File: config.mk
export PLATFORM = sky130hd
export DESIGN_NAME = ssp_tx_serializer
export DESIGN_NICKNAME = d
export VERILOG_FILES = /design/src/rtl/ssp_pkg.sv /design/src/rtl/ssp_tx_serializer.sv
export SDC_FILE = /design/constraint.sdc
export NUM_CORES = 1
export LEC_CHECK = 0
export BUFFER_PORTS_ARGS = -buffer_cell sky130_fd_sc_hd__buf_4
export CAP_MARGIN = 40
export CORE_MARGIN = 2
export CORE_UTILIZATION = 45
export DETAILED_ROUTE_END_ITERATION = 8
export PLACE_DENSITY_LB_ADDON = 0.1
export SLEW_MARGIN = 5
export SYNTH_ARGS = -nofsm -noshare
export SYNTH_HDL_FRONTEND = slang
export SYNTH_SLANG_ARGS = --single-unit
File: constraint.sdc
create_clock -name i_clk -period 2.7 [get_ports i_clk]
set_clock_uncertainty 0.05 [all_clocks]
set_input_delay 0.27 -clock i_clk [delete_from_list [all_inputs] [get_ports i_clk]]
set_output_delay 0.27 -clock i_clk [all_outputs]
set_load 0.05 [all_outputs]
File: src/rtl/ssp_pkg.sv
// Shared SSP definitions: transmit FSM states, word-width limits and the parity
// helper used by both the transmit serializer and the receive-side checker.
package ssp_pkg;

    localparam int unsigned SSP_DATA_W_MIN = 4;
    localparam int unsigned SSP_DATA_W_MAX = 16;

    typedef enum logic [1:0] {
        SSP_TX_IDLE  = 2'd0,
        SSP_TX_FRAME = 2'd1,
        SSP_TX_SHIFT = 2'd2
    } ssp_tx_state_t;

    // Even parity over a word that is zero-extended to the maximum width.
    function automatic logic ssp_parity(input logic [SSP_DATA_W_MAX-1:0] data);
        return ^data;
    endfunction

endpackage

File: src/rtl/ssp_tx_serializer.sv
// SSP transmit serializer: TI synchronous serial frames, MSB first, one-cycle FSS.
// Define SSP_TX_PARITY_EN to append an even-parity bit after every word.
module ssp_tx_serializer
    import ssp_pkg::*;
#(
    parameter int unsigned DATA_W = 8
) (
    input  logic              i_clk,
    input  logic              i_sync_reset,
    input  logic [DATA_W-1:0] i_tx_data,
    input  logic              i_tx_valid,
    output logic              o_tx_ready,
    output logic              o_ssp_txd,
    output logic              o_ssp_fss,
    output logic              o_ssp_oe,
    output logic              o_busy
);

    localparam int unsigned CNT_W = $clog2(DATA_W);
    localparam logic [CNT_W-1:0] CNT_TOP = CNT_W'(DATA_W - 1);

    ssp_tx_state_t    state_q, state_d;
    logic [CNT_W-1:0] cnt_q, cnt_d;
    logic [DATA_W-1:0] sr_q, sr_d;
    logic [DATA_W-1:0] nxt_q, nxt_d;
    logic             nxt_vld_q, nxt_vld_d;
    logic             txd_q, txd_d;
    logic             fss_q, fss_d;
    logic             oe_q, oe_d;
    logic             busy_q, busy_d;
    logic             accept_win;
    logic             end_of_word;
    logic             xfer;

`ifdef SSP_TX_PARITY_EN
    logic             par_q, par_d;

    // The parity cycle follows bit 0, so the accept window moves onto bit 0.
    assign accept_win  = (state_q == SSP_TX_SHIFT) && (cnt_q == '0) && !par_q;
    assign end_of_word = (state_q == SSP_TX_SHIFT) && par_q;
`else
    assign accept_win  = (state_q == SSP_TX_SHIFT) && (cnt_q == CNT_W'(1));
    assign end_of_word = (state_q == SSP_TX_SHIFT) && (cnt_q == '0);
`endif

    assign o_tx_ready = !i_sync_reset && ((state_q == SSP_TX_IDLE) || accept_win);
    assign xfer       = i_tx_valid && o_tx_ready;

    always_comb begin
        state_d   = state_q;
        cnt_d     = cnt_q;
        sr_d      = sr_q;
        nxt_d     = nxt_q;
        nxt_vld_d = nxt_vld_q;
`ifdef SSP_TX_PARITY_EN
        par_d     = par_q;
`endif
        case (state_q)
            SSP_TX_IDLE: begin
                if (xfer) begin
                    sr_d    = i_tx_data;
                    state_d = SSP_TX_FRAME;
                end
            end
            SSP_TX_FRAME: begin
                state_d = SSP_TX_SHIFT;
                cnt_d   = CNT_TOP;
            end
            SSP_TX_SHIFT: begin
                if (xfer) begin
                    nxt_d     = i_tx_data;
                    nxt_vld_d = 1'b1;
                end
                if (end_of_word) begin
`ifdef SSP_TX_PARITY_EN
                    par_d = 1'b0;
`endif
                    if (nxt_vld_q) begin
                        sr_d      = nxt_q;
                        nxt_vld_d = 1'b0;
                        cnt_d     = CNT_TOP;
                    end else begin
                        state_d = SSP_TX_IDLE;
                        cnt_d   = '0;
                    end
`ifdef SSP_TX_PARITY_EN
                end else if (cnt_q == '0) begin
                    par_d = 1'b1;
`endif
                end else begin
                    cnt_d = cnt_q - CNT_W'(1);
                end
            end
            default: state_d = SSP_TX_IDLE;
        endcase
    end

    // Outputs are registered from the next state so pins change on the edge that enters it.
    always_comb begin
        txd_d  = 1'b0;
        fss_d  = 1'b0;
        oe_d   = 1'b0;
        busy_d = 1'b0;
        case (state_d)
            SSP_TX_FRAME: begin
                fss_d  = 1'b1;
                oe_d   = 1'b1;
                busy_d = 1'b1;
            end
            SSP_TX_SHIFT: begin
                oe_d   = 1'b1;
                busy_d = 1'b1;
                txd_d  = sr_d[cnt_d];
`ifdef SSP_TX_PARITY_EN
                if (par_d) begin
                    txd_d = ssp_parity(SSP_DATA_W_MAX'(sr_d));
                end
                fss_d = nxt_vld_d && par_d;
`else
                fss_d = nxt_vld_d && (cnt_d == '0);
`endif
            end
            default: ;
        endcase
    end

    always_ff @(posedge i_clk) begin
        if (i_sync_reset) begin
            state_q   <= SSP_TX_IDLE;
            cnt_q     <= '0;
            sr_q      <= '0;
            nxt_q     <= '0;
            nxt_vld_q <= 1'b0;
            txd_q     <= 1'b0;
            fss_q     <= 1'b0;
            oe_q      <= 1'b0;
            busy_q    <= 1'b0;
`ifdef SSP_TX_PARITY_EN
            par_q     <= 1'b0;
`endif
        end else begin
            state_q   <= state_d;
            cnt_q     <= cnt_d;
            sr_q      <= sr_d;
            nxt_q     <= nxt_d;
            nxt_vld_q <= nxt_vld_d;
            txd_q     <= txd_d;
            fss_q     <= fss_d;
            oe_q      <= oe_d;
            busy_q    <= busy_d;
`ifdef SSP_TX_PARITY_EN
            par_q     <= par_d;
`endif
        end
    end

    assign o_ssp_txd = txd_q;
    assign o_ssp_fss = fss_q;
    assign o_ssp_oe  = oe_q;
    assign o_busy    = busy_q;

endmodule

==> metrics.md <==
| Metric | Value |
|---|---|
| Outcome | `finished, final reports clean` |
| Async S/R FF share, synth | `0%` |
| Placement Cell Area | `1678 µm²` |
| CP startpoint | `cnt_q[0]$_SDFF_PP0_` |
| Synth top area share | `33.20%` |
| Measured slew at the worst slew-check pin | `0.5422 ns` |
| Seq/Total Area, Yosys | `33.20%` |
| FP Rows | `21` |
| Cell with the most instances after synthesis | `dfxtp_1` |
| Final setup TNS | `0 ns` |
| Reg2reg path depth | `14` |
| Relative slew slack | `63.85%` |
| GR Layer Usage met2 | `37.29%` |
| P&R area growth vs syn | `13.03%` |
| CTS tree | `built` |
| Total GRT Usage | `21.74%` |
| Fin Hold WS | `0.1273 ns` |
| CP bufs+invs | `2` |
| Worst R2R Setup Slack | `0.27 ns` |
| Post-CTS Hold Buffers | `0` |
| Worst skew pair latency | `0.32 ns` |
| Layout Nets | `218` |
| CP required | `2.92 ns` |
| HP Class | `in2reg` |
| Initial antenna violation count | `0` |
| Worst-path maximum fanout | `4` |
| Yosys reg bits | `25` |
| Post-cts sizing count | `0` |
| Setup CP Type | `reg2reg` |
| Layout Utilization | `51.89%` |
| I/O Buffers | `15` |
| Crit-path cells | `inv_1 -> ha_1 -> ha_1 -> nand2b_1 -> and2_4 -> a21oi_1 -> nor2_1 -> o21bai_1 -> inv_1 -> ha_1 -> nand2_1 -> a311oi_1 -> o211ai_1 -> o21ai_1` |
| Final setup margin | `0.2663 ns` |
| Crit-path leading delay family | `adder cells` |
| Initial DRC count | `68` |
| Synthesized area | `1508 µm²` |
| Commonest cells post-synth | `dfxtp_1 (25), nor2_1 (24), nand2_1 (13)` |
| RSZ-0062 raised after global routing | `false` |
| CTS Sinks | `25` |
| Top cells by area, synth | `dfxtp_1 (33%), ha_1 (7.5%), mux2i_1 (6.6%), nor2_1 (6.0%), nand3_1 (4.0%)` |
| Syn avg cell area | `8.239 µm²` |
| Post-synth EDFFs | `0` |
| First-pass GRT wire length | `6161 µm` |
| Critical Path End | `o_ssp_txd$_SDFF_PP0_` |
| Synth Flop Type | `dfxtp_1` |
| Critical Path AT | `2.65 ns` |
| Syn Nets | `203` |
| Dpl ws | `0.2945 ns` |
| Vias in the first global route | `1322` |
| Reg2reg end | `o_ssp_txd$_SDFF_PP0_` |
| Clock H-tree levels | `1` |
| Drt drc | `0` |
| Root Buffer | `clkbuf_4` |
| Total power | `0.8438 mW` |
| Diode count | `0` |
| Static Leak | `0.7505 nW` |
| DPL Wire Length | `2646 µm` |
| Final Setup Violations | `0` |
| Met1 Resource Use GR | `27.72%` |
| CORE AREA | `3284 µm²` |
| Most Crowded Layer GR | `met2` |
| Peak VDD IR | `0.2316 mV` |
| Placed Instances | `239` |
| Fin crit period | `2.434 ns` |
| Cell accounting for the most synthesized area | `dfxtp_1` |
| GRT overflow | `0` |
| Max Transition Viols Final | `0` |
| Routing usage on met3 | `2.692%` |
| Worst-path cell with the longest stage delay | `dfxtp_1` |
| Die height | `61.88 µm` |
| Via-to-Cell Ratio | `5.407` |
| CTS Buffer Depth | `2` |
| Startpoint Class | `flop` |
| CP Capture Type | `flop` |
| Setup bufs post-CTS | `0` |
| Avg WL per Cell | `14.81 µm` |
| Worst R2R Start | `cnt_q[0]$_SDFF_PP0_` |
| Final hold violation count | `0` |
| Syn. warnings | `0` |
| DRT Pass-1 Iters | `4` |
| CTS Buf Count | `3` |
| Distinct cell type count after synthesis | `36` |
| Crit-path most repeated cell | `ha_1` |
| Fin crit share | `90.14%` |
| Pin count of the biggest net entering global routing | `26` |
| Initial core utilization | `45.90%` |
| Stages on worst setup path | `14` |
| Clock slew at reported path FFs | `0.14 ns` |
| Share of cells above drive strength 1 | `17.26%` |
| Via count | `1314` |
| Synth Instances | `183` |
| Max Cap Viol | `0` |
| Final wirelength | `3599 µm` |
| Die footprint | `3829 µm²` |
| Post-route cell area | `1704 µm²` |
| Die X | `61.88 µm` |
| Pwr per Cell Area | `495.2 nW/µm²` |
| CP max stage delay | `0.36 ns` |
| RePlAce Congestion | `0.9209` |
| Antenna Nets Post-Route | `0` |
| Finished Layout Cells | `243` |
| I/O pin count | `16` |
| Fmax | `410.9 MHz` |
-- final cells by class --
class | count | area [µm²]
Fill cell | 336 | 1580
Multi-Input combinational cell | 137 | 917.1
Sequential cell | 25 | 500.5
Timing Repair Buffer | 23 | 172.7
Tap cell | 46 | 57.56
Inverter | 8 | 30.03
Clock buffer | 4 | 26.28
-- cells by family after synthesis --
group                    count (synthesis)  synth area share, %
AO/OA/AOI/OAI                           35                16.43
adder cells (fa/ha/maj)                  9                7.469
buffers and inverters                   21                5.975
flip-flops                              25                33.20
multiplexers                            14                9.627
AND/OR/NAND/NOR                         79                27.30
-- state kept, by name, indices dropped and copies added, names as in the netlist --
| register | count |
|---|---|
| o_busy | 1 |
| cnt_q | 3 |
| o_ssp_txd | 1 |
| o_ssp_fss | 1 |
| sr_q | 8 |
| nxt_q | 8 |
| nxt_vld_q | 1 |
| state_q | 2 |
-- how the worst min path moves through the flow --
stage / start / slack [ns] / end / cells after the start
finish: i_tx_data[1] / 0.13 / nxt_q[1]$_SDFFE_PP0P_ / 3
global route: i_tx_data[3] / 0.13 / nxt_q[3]$_SDFFE_PP0P_ / 3
CTS: i_tx_data[1] / 0.13 / nxt_q[1]$_SDFFE_PP0P_ / 3
detailed placement: nxt_q[0]$_SDFFE_PP0P_ / 0.43 / nxt_q[0]$_SDFFE_PP0P_ / 2
global placement: nxt_q[3]$_SDFFE_PP0P_ / 0.42 / nxt_q[3]$_SDFFE_PP0P_ / 2
floorplan: i_tx_data[0] / 0.36 / nxt_q[0]$_SDFFE_PP0P_ / 2
-- cells in the final DEF (no fill, tap or decap), drive strengths merged, types with 5 or more instances in the layout --
master and count:
buf 23, a21boi 5, nand2 13, a21oi 7, o211ai 5, ha 9, o21ai 8, mux2i 10
and3 6, nand2b 5, dfxtp 25, inv 8, nand3 12, nor2 24
-- routing by layer --
layer  vias up  part of all wire, %
met3         4                  6.5
li1        667                    -
met2        36                   49
met5         -                    0
met4         0                 0.81
met1       607                   44
-- worst register-to-register path: cells and delay by family, from the launching register on --
family / cells / cell delay, ns
compound gates: 5 / 0.64
fa+ha+maj: 3 / 0.64
buf+inv: 2 / 0.18
flops: 1 / 0.36
simple gates: 4 / 0.51
-- where the power goes --
| group | internal (mW) | total (mW) | leakage [nW] | switching, mW |
|---|---|---|---|---|
| sequential | 0.390 | 0.403 | 0.203 | 0.0132 |
| combinational | 0.105 | 0.267 | 0.532 | 0.163 |
| clock | 0.0579 | 0.174 | 0.0150 | 0.116 |
No activity file was read; power rests on OpenSTA's default activity.
